**src/rtl/pacote_rvsp.sv**
```systemverilog
// Shared definitions for the program loader and the instruction memory.
// The loader state encoding includes RX_CHK, which is only reachable with CARREGA_CHECKSUM_EN.
package pacote_rvsp;
    localparam int WORD_BYTES   = 4;
    localparam int INST_ENDER_W = 6;

    typedef enum logic [2:0] {
        OCIOSO  = 3'd0,
        RX_CONT = 3'd1,
        RX_DADO = 3'd2,
        RX_CHK  = 3'd3,
        FIM     = 3'd4,
        ERRO    = 3'd5
    } estado_carga_t;
endpackage

```
**src/rtl/carrega_programa_monta_palavra.sv**
```systemverilog
// Assembles little-endian 32-bit words from a byte stream.
// Pulses palavra_pronta for one cycle, with the new word on palavra.
module monta_palavra
    import pacote_rvsp::*;
(
    input  logic        clk,
    input  logic        rst_n,
    input  logic        limpa,
    input  logic        byte_en,
    input  logic [7:0]  byte_in,
    output logic        ultimo_byte,
    output logic [31:0] palavra,
    output logic        palavra_pronta
);
    logic [1:0]  byte_idx;
    logic [23:0] lanes;

    assign ultimo_byte = (byte_idx == 2'(WORD_BYTES - 1));

    always_ff @(posedge clk or negedge rst_n) begin
        if (!rst_n) begin
            byte_idx       <= 2'd0;
            lanes          <= 24'd0;
            palavra        <= 32'd0;
            palavra_pronta <= 1'b0;
        end else begin
            palavra_pronta <= 1'b0;
            if (limpa) begin
                byte_idx <= 2'd0;
            end else if (byte_en) begin
                // The last byte goes straight into the output word, so the
                // write is ready one cycle after the fourth transfer.
                if (ultimo_byte) begin
                    palavra        <= {byte_in, lanes};
                    palavra_pronta <= 1'b1;
                end else begin
                    lanes[{byte_idx, 3'b000} +: 8] <= byte_in;
                end
                byte_idx <= byte_idx + 2'd1;
            end
        end
    end
endmodule

```
**src/rtl/carrega_programa.sv**
```systemverilog
// Program loader: framed byte stream -> instruction memory writes; holds the CPU halted.
// Optional trailing XOR checksum byte enabled by defining CARREGA_CHECKSUM_EN.
//
// state   | meaning
// OCIOSO  | after reset, waiting for inicia, CPU halted
// RX_CONT | receiving word count N
// RX_DADO | receiving 4*N data bytes, one memory write per word
// RX_CHK  | receiving checksum byte (CARREGA_CHECKSUM_EN only)
// FIM     | load done, CPU released
// ERRO    | load failed, CPU halted
module carrega_programa
    import pacote_rvsp::*;
#(
    parameter int ENDER_W = INST_ENDER_W
) (
    input  logic               clk,
    input  logic               rst_n,
    input  logic               inicia,
    input  logic [7:0]         byte_in,
    input  logic               byte_valid,
    output logic               byte_ready,
    output logic               mem_we,
    output logic [ENDER_W-1:0] mem_ender,
    output logic [31:0]        mem_dado,
    output logic               cpu_halt,
    output logic               fim,
    output logic               erro
);
    localparam int         MAX_PAL   = 2 ** (ENDER_W - 2);
    localparam int         CNT_W     = ENDER_W - 1;
    localparam logic [8:0] MAX_PAL_B = 9'(MAX_PAL);

    estado_carga_t    estado, prox;
    logic [CNT_W-1:0] n_pal, cont_pal;
    logic             rx_ativo, inicia_ok, byte_dado, ultimo_byte, fim_dados, cont_invalido;
`ifdef CARREGA_CHECKSUM_EN
    logic [7:0]       chk;
`endif

    assign rx_ativo      = (estado == RX_CONT) || (estado == RX_DADO) || (estado == RX_CHK);
    assign byte_ready    = rx_ativo;
    assign fim           = (estado == FIM);
    assign erro          = (estado == ERRO);
    assign cpu_halt      = (estado != FIM);
    assign inicia_ok     = inicia && !rx_ativo;
    assign byte_dado     = byte_valid && (estado == RX_DADO);
    assign fim_dados     = byte_dado && ultimo_byte && (cont_pal == n_pal - CNT_W'(1));
    assign cont_invalido = (byte_in == 8'd0) || ({1'b0, byte_in} > MAX_PAL_B);

    always_ff @(posedge clk or negedge rst_n) begin
        if (!rst_n) estado <= OCIOSO;
        else        estado <= prox;
    end

    always_comb begin
        prox = estado;
        case (estado)
            OCIOSO, FIM, ERRO: if (inicia) prox = RX_CONT;
            RX_CONT:           if (byte_valid) prox = cont_invalido ? ERRO : RX_DADO;
`ifdef CARREGA_CHECKSUM_EN
            RX_DADO:           if (fim_dados) prox = RX_CHK;
            RX_CHK:            if (byte_valid) prox = (byte_in == chk) ? FIM : ERRO;
`else
            RX_DADO:           if (fim_dados) prox = FIM;
`endif
            default:           prox = OCIOSO;
        endcase
    end

    always_ff @(posedge clk or negedge rst_n) begin
        if (!rst_n) begin
            n_pal     <= '0;
            cont_pal  <= '0;
            mem_ender <= '0;
`ifdef CARREGA_CHECKSUM_EN
            chk       <= 8'd0;
`endif
        end else begin
            if (inicia_ok) begin
                cont_pal <= '0;
`ifdef CARREGA_CHECKSUM_EN
                chk      <= 8'd0;
`endif
            end
            if (estado == RX_CONT && byte_valid && !cont_invalido)
                n_pal <= CNT_W'(byte_in);
            if (byte_dado) begin
`ifdef CARREGA_CHECKSUM_EN
                chk <= chk ^ byte_in;
`endif
                if (ultimo_byte) begin
                    mem_ender <= {cont_pal[ENDER_W-3:0], 2'b00};
                    cont_pal  <= cont_pal + CNT_W'(1);
                end
            end
        end
    end

    monta_palavra u_monta (
        .clk            (clk),
        .rst_n          (rst_n),
        .limpa          (inicia_ok),
        .byte_en        (byte_dado),
        .byte_in        (byte_in),
        .ultimo_byte    (ultimo_byte),
        .palavra        (mem_dado),
        .palavra_pronta (mem_we)
    );
endmodule

```
**config.mk**
```make
export PLATFORM = sky130hd
export DESIGN_NAME = carrega_programa
export DESIGN_NICKNAME = d
export VERILOG_FILES = /design/src/rtl/pacote_rvsp.sv /design/src/rtl/carrega_programa_monta_palavra.sv /design/src/rtl/carrega_programa.sv
export SDC_FILE = /design/constraint.sdc
export NUM_CORES = 1
export LEC_CHECK = 0
export ABC_AREA = 0
export CAP_MARGIN = 20
export CORE_MARGIN = 10
export CORE_UTILIZATION = 45
export CTS_CLUSTER_DIAMETER = 150
export CTS_CLUSTER_SIZE = 28
export DETAILED_ROUTE_END_ITERATION = 6
export GPL_TIMING_DRIVEN = 0
export PLACE_DENSITY = 0.75
export SLEW_MARGIN = 20
export SYNTH_ARGS = -nofsm -noshare
export SYNTH_HDL_FRONTEND = slang
export SYNTH_SLANG_ARGS = --single-unit
```
**constraint.sdc**
```tcl
create_clock -name clk -period 2.7 [get_ports clk]
set_input_delay 0.81 -clock clk [delete_from_list [all_inputs] [get_ports clk]]
set_output_delay 0.81 -clock clk [all_outputs]
set_load 0.01 [all_outputs]
```
==> impl_metrics.yaml <==
placement:
  place_area_sq_um: 3960
  place_congestion: 0.840
  io_buffers: 52
  hpwl_um: 5500
  preCtsSetupSlack_ps: -85.7
sta:
  period_share: 0.944
  setup_viol: 0
  rsz0062_at_grt: "no"
  fin_skew_ps: 6.75
  hold_viol: 0
  min_period_ps: 2550
  worstMarginPinSlew_ps: 907
  fmax_ghz: 0.392
  slew_headroom: 0.394
  fin_ws_ps: 151
  fin_tns_setup_ps: 0
  slew_violations: 0
yosys:
  synth_area_per_cell_sq_um: 9.20
  synth_cell_type_count: 37
  ys.flop_type: "dfrtp_1"
  netlist_instances: 357
  async_reset_ff_frac: 1.00
  netlist_area_sq_um: 3290
  synth-edff-count: 0
  synth_area_leaders: "dfrtp_1 58%, nand2_1 19%, o21ai_0 4.9%"
  synth.most_common_cell: "nand2_1"
  synth_seq_cells: 76
  synth_warnings: 0
  yosysSeqAreaShare: 0.579
  synth_top_cell_by_area: "dfrtp_1"
  synth_top_area_frac: 0.579
  yosys-top-cells-count: "163 x nand2_1, 76 x dfrtp_1, 32 x o21ai_0"
pwr:
  cellPowerDensity_nw_per_um2: 587
  ir_worst_vdd_uv: 276
  leakage_uw: 0.00205
drt:
  dr.pass1.iters: 4
  vias_per_cell: 4.97
  wl_per_cell_um: 14.8
  drc: 0
  wirelength_um: 7780
  num_vias: 2616
  ant_nets: 0
  drtIter0Drc: 104
worst_setup_path:
  critPathSlowestCell: "clkdlybuf4s50_1"
  critical_path_class: "reg -> out"
  cp_data_required_time_ps: 1890
  critPathLaunchType: "flip-flop"
  cp-end-kind: "output pin"
  max_stage_delay_ps: 500
  worstPathArrival_ps: 1740
  crit_fanout: 9
  crit_chain: "buf_4 -> or3_1 -> clkdlybuf4s50_1"
clock_network:
  h-tree-depth: 3
  worst_skew_pair.late_latency_ps: 350
  cts_made_buffers: 9
  clk_path_buf_depth: 2
  tritoncts: "yes"
  cts.sink_count: 76
  cts_hold_buf: 0
  clk_pin_slew_ps: 80
  cts-root-buf: "clkbuf_8"
  cts_setup_buffers: 0
finish:
  utilization: 0.585
  fillers: 651
  final_nets: 441
  n_antenna_cell: 0
  drive_gt1_frac: 0.0843
  syn2layout_area_growth_pct: 27.8
  regArea_sq_um: 1900
  multiInputGateArea_sq_um: 1280
  stdcell_area_sq_um: 4200
grt:
  antenna_found_initial: 0
  grt_use_total: 0.147
  grt_overflow: 0
  grt_max_degree: 60
  grt_pass1_vias: 2674
  grt_pass1_wl_um: 13200
status:
  status: "finished, final reports clean"
floorplanning:
  fp.dieW_um: 105
  coreArea_sq_um: 7180
  die_y_um: 105
  die_area_sq_um: 11100
  start_util: 0.458
  rows: 31
  io_pins: 55
job:
  drv_cap: 0
hold_path:
  hold_path.class: "in -> async"
==> repair_timing <==
action / 4_1_cts / 5_1_grt
endpoints found under the hold margin: 0 / 0
gates resized for setup: 0 / 2
setup endpoints to repair: 0 / 1
==> metrics by stage <==
stage / std cells / total power [uW] / hold slack (ps)
floorplan: 358 / 1380 / 439
global placement: 509 / 1480 / 447
detailed placement: 510 / 1490 / 458
CTS: 526 / 2480 / 324
global route: 526 / 2560 / 329
finish: 526 / 2460 / 325
==> layer usage <==
layer | GRT usage | wire, um
met4 | 0.0588 | 157
met3 | 0.0475 | 458
met2 | 0.239 | 3780
met1 | 0.178 | 3390
met5 | 0 | 0
==> state kept, by name, indices dropped and copies added (netlist names) <==
name and flops:
cont_pal 5, estado 3, mem_ender 4, n_pal 5, u_monta.byte_idx 2, u_monta.lanes 24, u_monta.palavra 32, u_monta.palavra_pronta 1
==> critical path: cells and delay by family, from the launching register on <==
kind / cells / cell delay, ps
buf+inv: 2 / 660
flops: 1 / 360
simple gates: 1 / 370
==> layout by cell type, fill, tap and decap left out, types with 5 or more instances in the layout <==
cell type,synthesis,layout
clkdlybuf4s50_1,0,50
xnor2_1,6,6
clkbuf_1,6,6
nand2_1,163,163
mux2_2,6,6
buf_4,4,5
dfrtp_1,76,75
clkbuf_8,0,11
o21ai_0,32,32
inv_1,9,9
nand3_1,6,6
ha_1,7,7
==> cell families after synthesis <==
group	synth area share
compound gates	0.0693
xor+xnor	0.0213
fa+ha+maj	0.0267
buf+inv	0.0335
flops	0.579
mux	0.0206
other cells	0.00114
simple gates	0.249
==> final timing paths <==
path	start	end	slack [ps]	cells after the start
min	rst_n	u_monta.palavra[26]	330	1
max	estado[1]	cpu_halt	150	3
min in group clk	u_monta.lanes[22]	u_monta.palavra[22]	470	2
max reg2reg	u_monta.byte_idx[0]	u_monta.lanes[10]	530	5
max in group asynchronous	rst_n	u_monta.lanes[4]	1820	2
min reg2reg	u_monta.lanes[22]	u_monta.palavra[22]	470	2
==> cell type report <==
type                            instances  area share
Multi-Input combinational cell        258       0.304
Timing Repair Buffer                   53       0.131
Clock inverter                          5      0.0200
Buffer                                 15      0.0182
Inverter                                9     0.00805
Sequential cell                        76       0.453
Tap cell                               99      0.0295
Clock buffer                           11      0.0361
==> report_power, final <==
| part | internal [uW] | leakage (uW) | switching (uW) |
|---|---|---|---|
| Combinational | 129 | 0.000887 | 131 |
| Clock | 572 | 0.000112 | 422 |
| Sequential | 1170 | 0.00105 | 38.4 |
(Power assumes the default switching activity.)
==> patch (config.mk and constraints unchanged) <==
Change the package constant `INST_ENDER_W` from 6 to 4.
--- a/src/rtl/pacote_rvsp.sv
+++ b/src/rtl/pacote_rvsp.sv
@@ -4,3 +4,3 @@
     localparam int WORD_BYTES   = 4;
-    localparam int INST_ENDER_W = 6;
+    localparam int INST_ENDER_W = 4;
 
Interface: changed (resized mem_ender); port bits go from 55 to 53. The function was not compared with the original's and may differ.
==> patch against the unedited design <==
  * Cell area shrank 6.3%
  * Sequential cell count shrank 6
  * Sequential share of layout area shrank 0.82 points
  * Power shrank 11%
  * Via count shrank 9.8%
  * Wire length shrank 11%
  * Synthesized cell count shrank 9.2%
  * Worst setup slack gained 0.0016 ns
  * Clock power shrank 5.2%
  * Hold slack gained 0.082 ns
  * Synthesized area shrank 5.9%
  * Critical path depth is the same
  * Global-route usage shrank 0.56 points
  * Largest cell class unchanged
  * Largest power group unchanged
==> patch: results (changes against the unedited design) <==
[metrics] starting DRC count in detailed routing: 132 (+27%)
[metrics] maximum VDD drop: 0.3543 mV (+29%)
[metrics] routed vias/inst: 4.998 (+0.49%)
[metrics] non-clock inverter instance count of the final layout: 31 (+22)
[metrics] sequential-to-total area share from yosys stat: 0.5668 (-0.01203)
[metrics] final net count: 406 (-7.9%)
[metrics] amount of wire on met2 after detailed routing: 3321 um (-12%)
[metrics] wire length the detailed router placed on met1: 3020 um (-11%)
[metrics] met1 Usage GRT: 0.1747 (-0.002982)
[metrics] pin count of the biggest net entering global routing: 37 (-38%)
[metrics] combinational share of power: 0.069 (-0.037)
[metrics] end of the critical path: erro
[metrics] routed wire length per instance: 14.60 um (-1.3%)
[metrics] worst slew margin relative to its limit: 0.6020 (+0.2080)
[metrics] minimum setup slack after placement: 0.1283 ns (+0.2140 ns)
[metrics] multi-input logic cell count: 212 (-18%)
[metrics] P_leak: 1.971 nW (-3.7%)
[metrics] reg-to-reg critical path endpoint: u_monta.lanes[1]
[metrics] total global-route track usage: 0.1416 (-0.005639)
[metrics] area post-placement: 3712 um^2 (-6.2%)
[metrics] final non-filler cell area: 3935 um^2 (-6.3%)
[metrics] outcome: complete, no violations
[metrics] met2 usage: 0.2252 (-0.01345)
[metrics] grt met3 use: 0.03887 (-0.008629)
[metrics] via count of the first global-routing pass: 2413 (-9.8%)
[metrics] global-route wire length before repair: 11590 um (-12%)
[metrics] minimum hold slack: 0.4072 ns (+0.08203 ns)
[metrics] largest cells by area after synthesis: sky130_fd_sc_hd__dfrtp_1 57%, sky130_fd_sc_hd__nand2_1 13%, sky130_fd_sc_hd__nand3_1 4.7%, sky130_fd_sc_hd__o21ai_0 4.4%, sky130_fd_sc_hd__inv_1 3.6%
[metrics] area fraction of the dominant cell type after synthesis: 0.5668 (-0.01203)
[metrics] Final Skew: 0.009900 ns (+0.003154 ns)
[metrics] fraction of cell area in non-clock buffers: 0.1529 (+0.004208)
## patch: cell count changes in the layout (fill, tap and decap cells not counted), sizes merged, moves of 3 or more
cell,before,now
nand2,163,110
inv,9,31
nand3,7,29
clkbuf,17,10
dfrtp,76,70
o21ai,32,27
xnor2,6,2
buf,11,14
mux2,6,3
nand4,3,0
## patch: worst min path at each step
stage                      startpoint                  end
finish                          rst_n         mem_ender[2]
global route                    rst_n    u_monta.lanes[17]
CTS                             rst_n         mem_ender[2]
detailed placement  u_monta.lanes[15]  u_monta.palavra[15]
global placement    u_monta.lanes[12]  u_monta.palavra[12]
floorplan            u_monta.lanes[0]   u_monta.palavra[0]
## patch: cells by family after synthesis
logic type               count (synthesis)  share of synthesized area
flip-flops                              70                     0.5668
adder cells (fa/ha/maj)                  7                    0.02834
buffers and inverters                   43                    0.06477
AND/OR/NAND/NOR                        161                     0.2526
multiplexers                             3                    0.01093
XOR/XNOR                                 6                    0.01700
AO/OA/AOI/OAI                           33                    0.05830
other                                    1                   0.001213
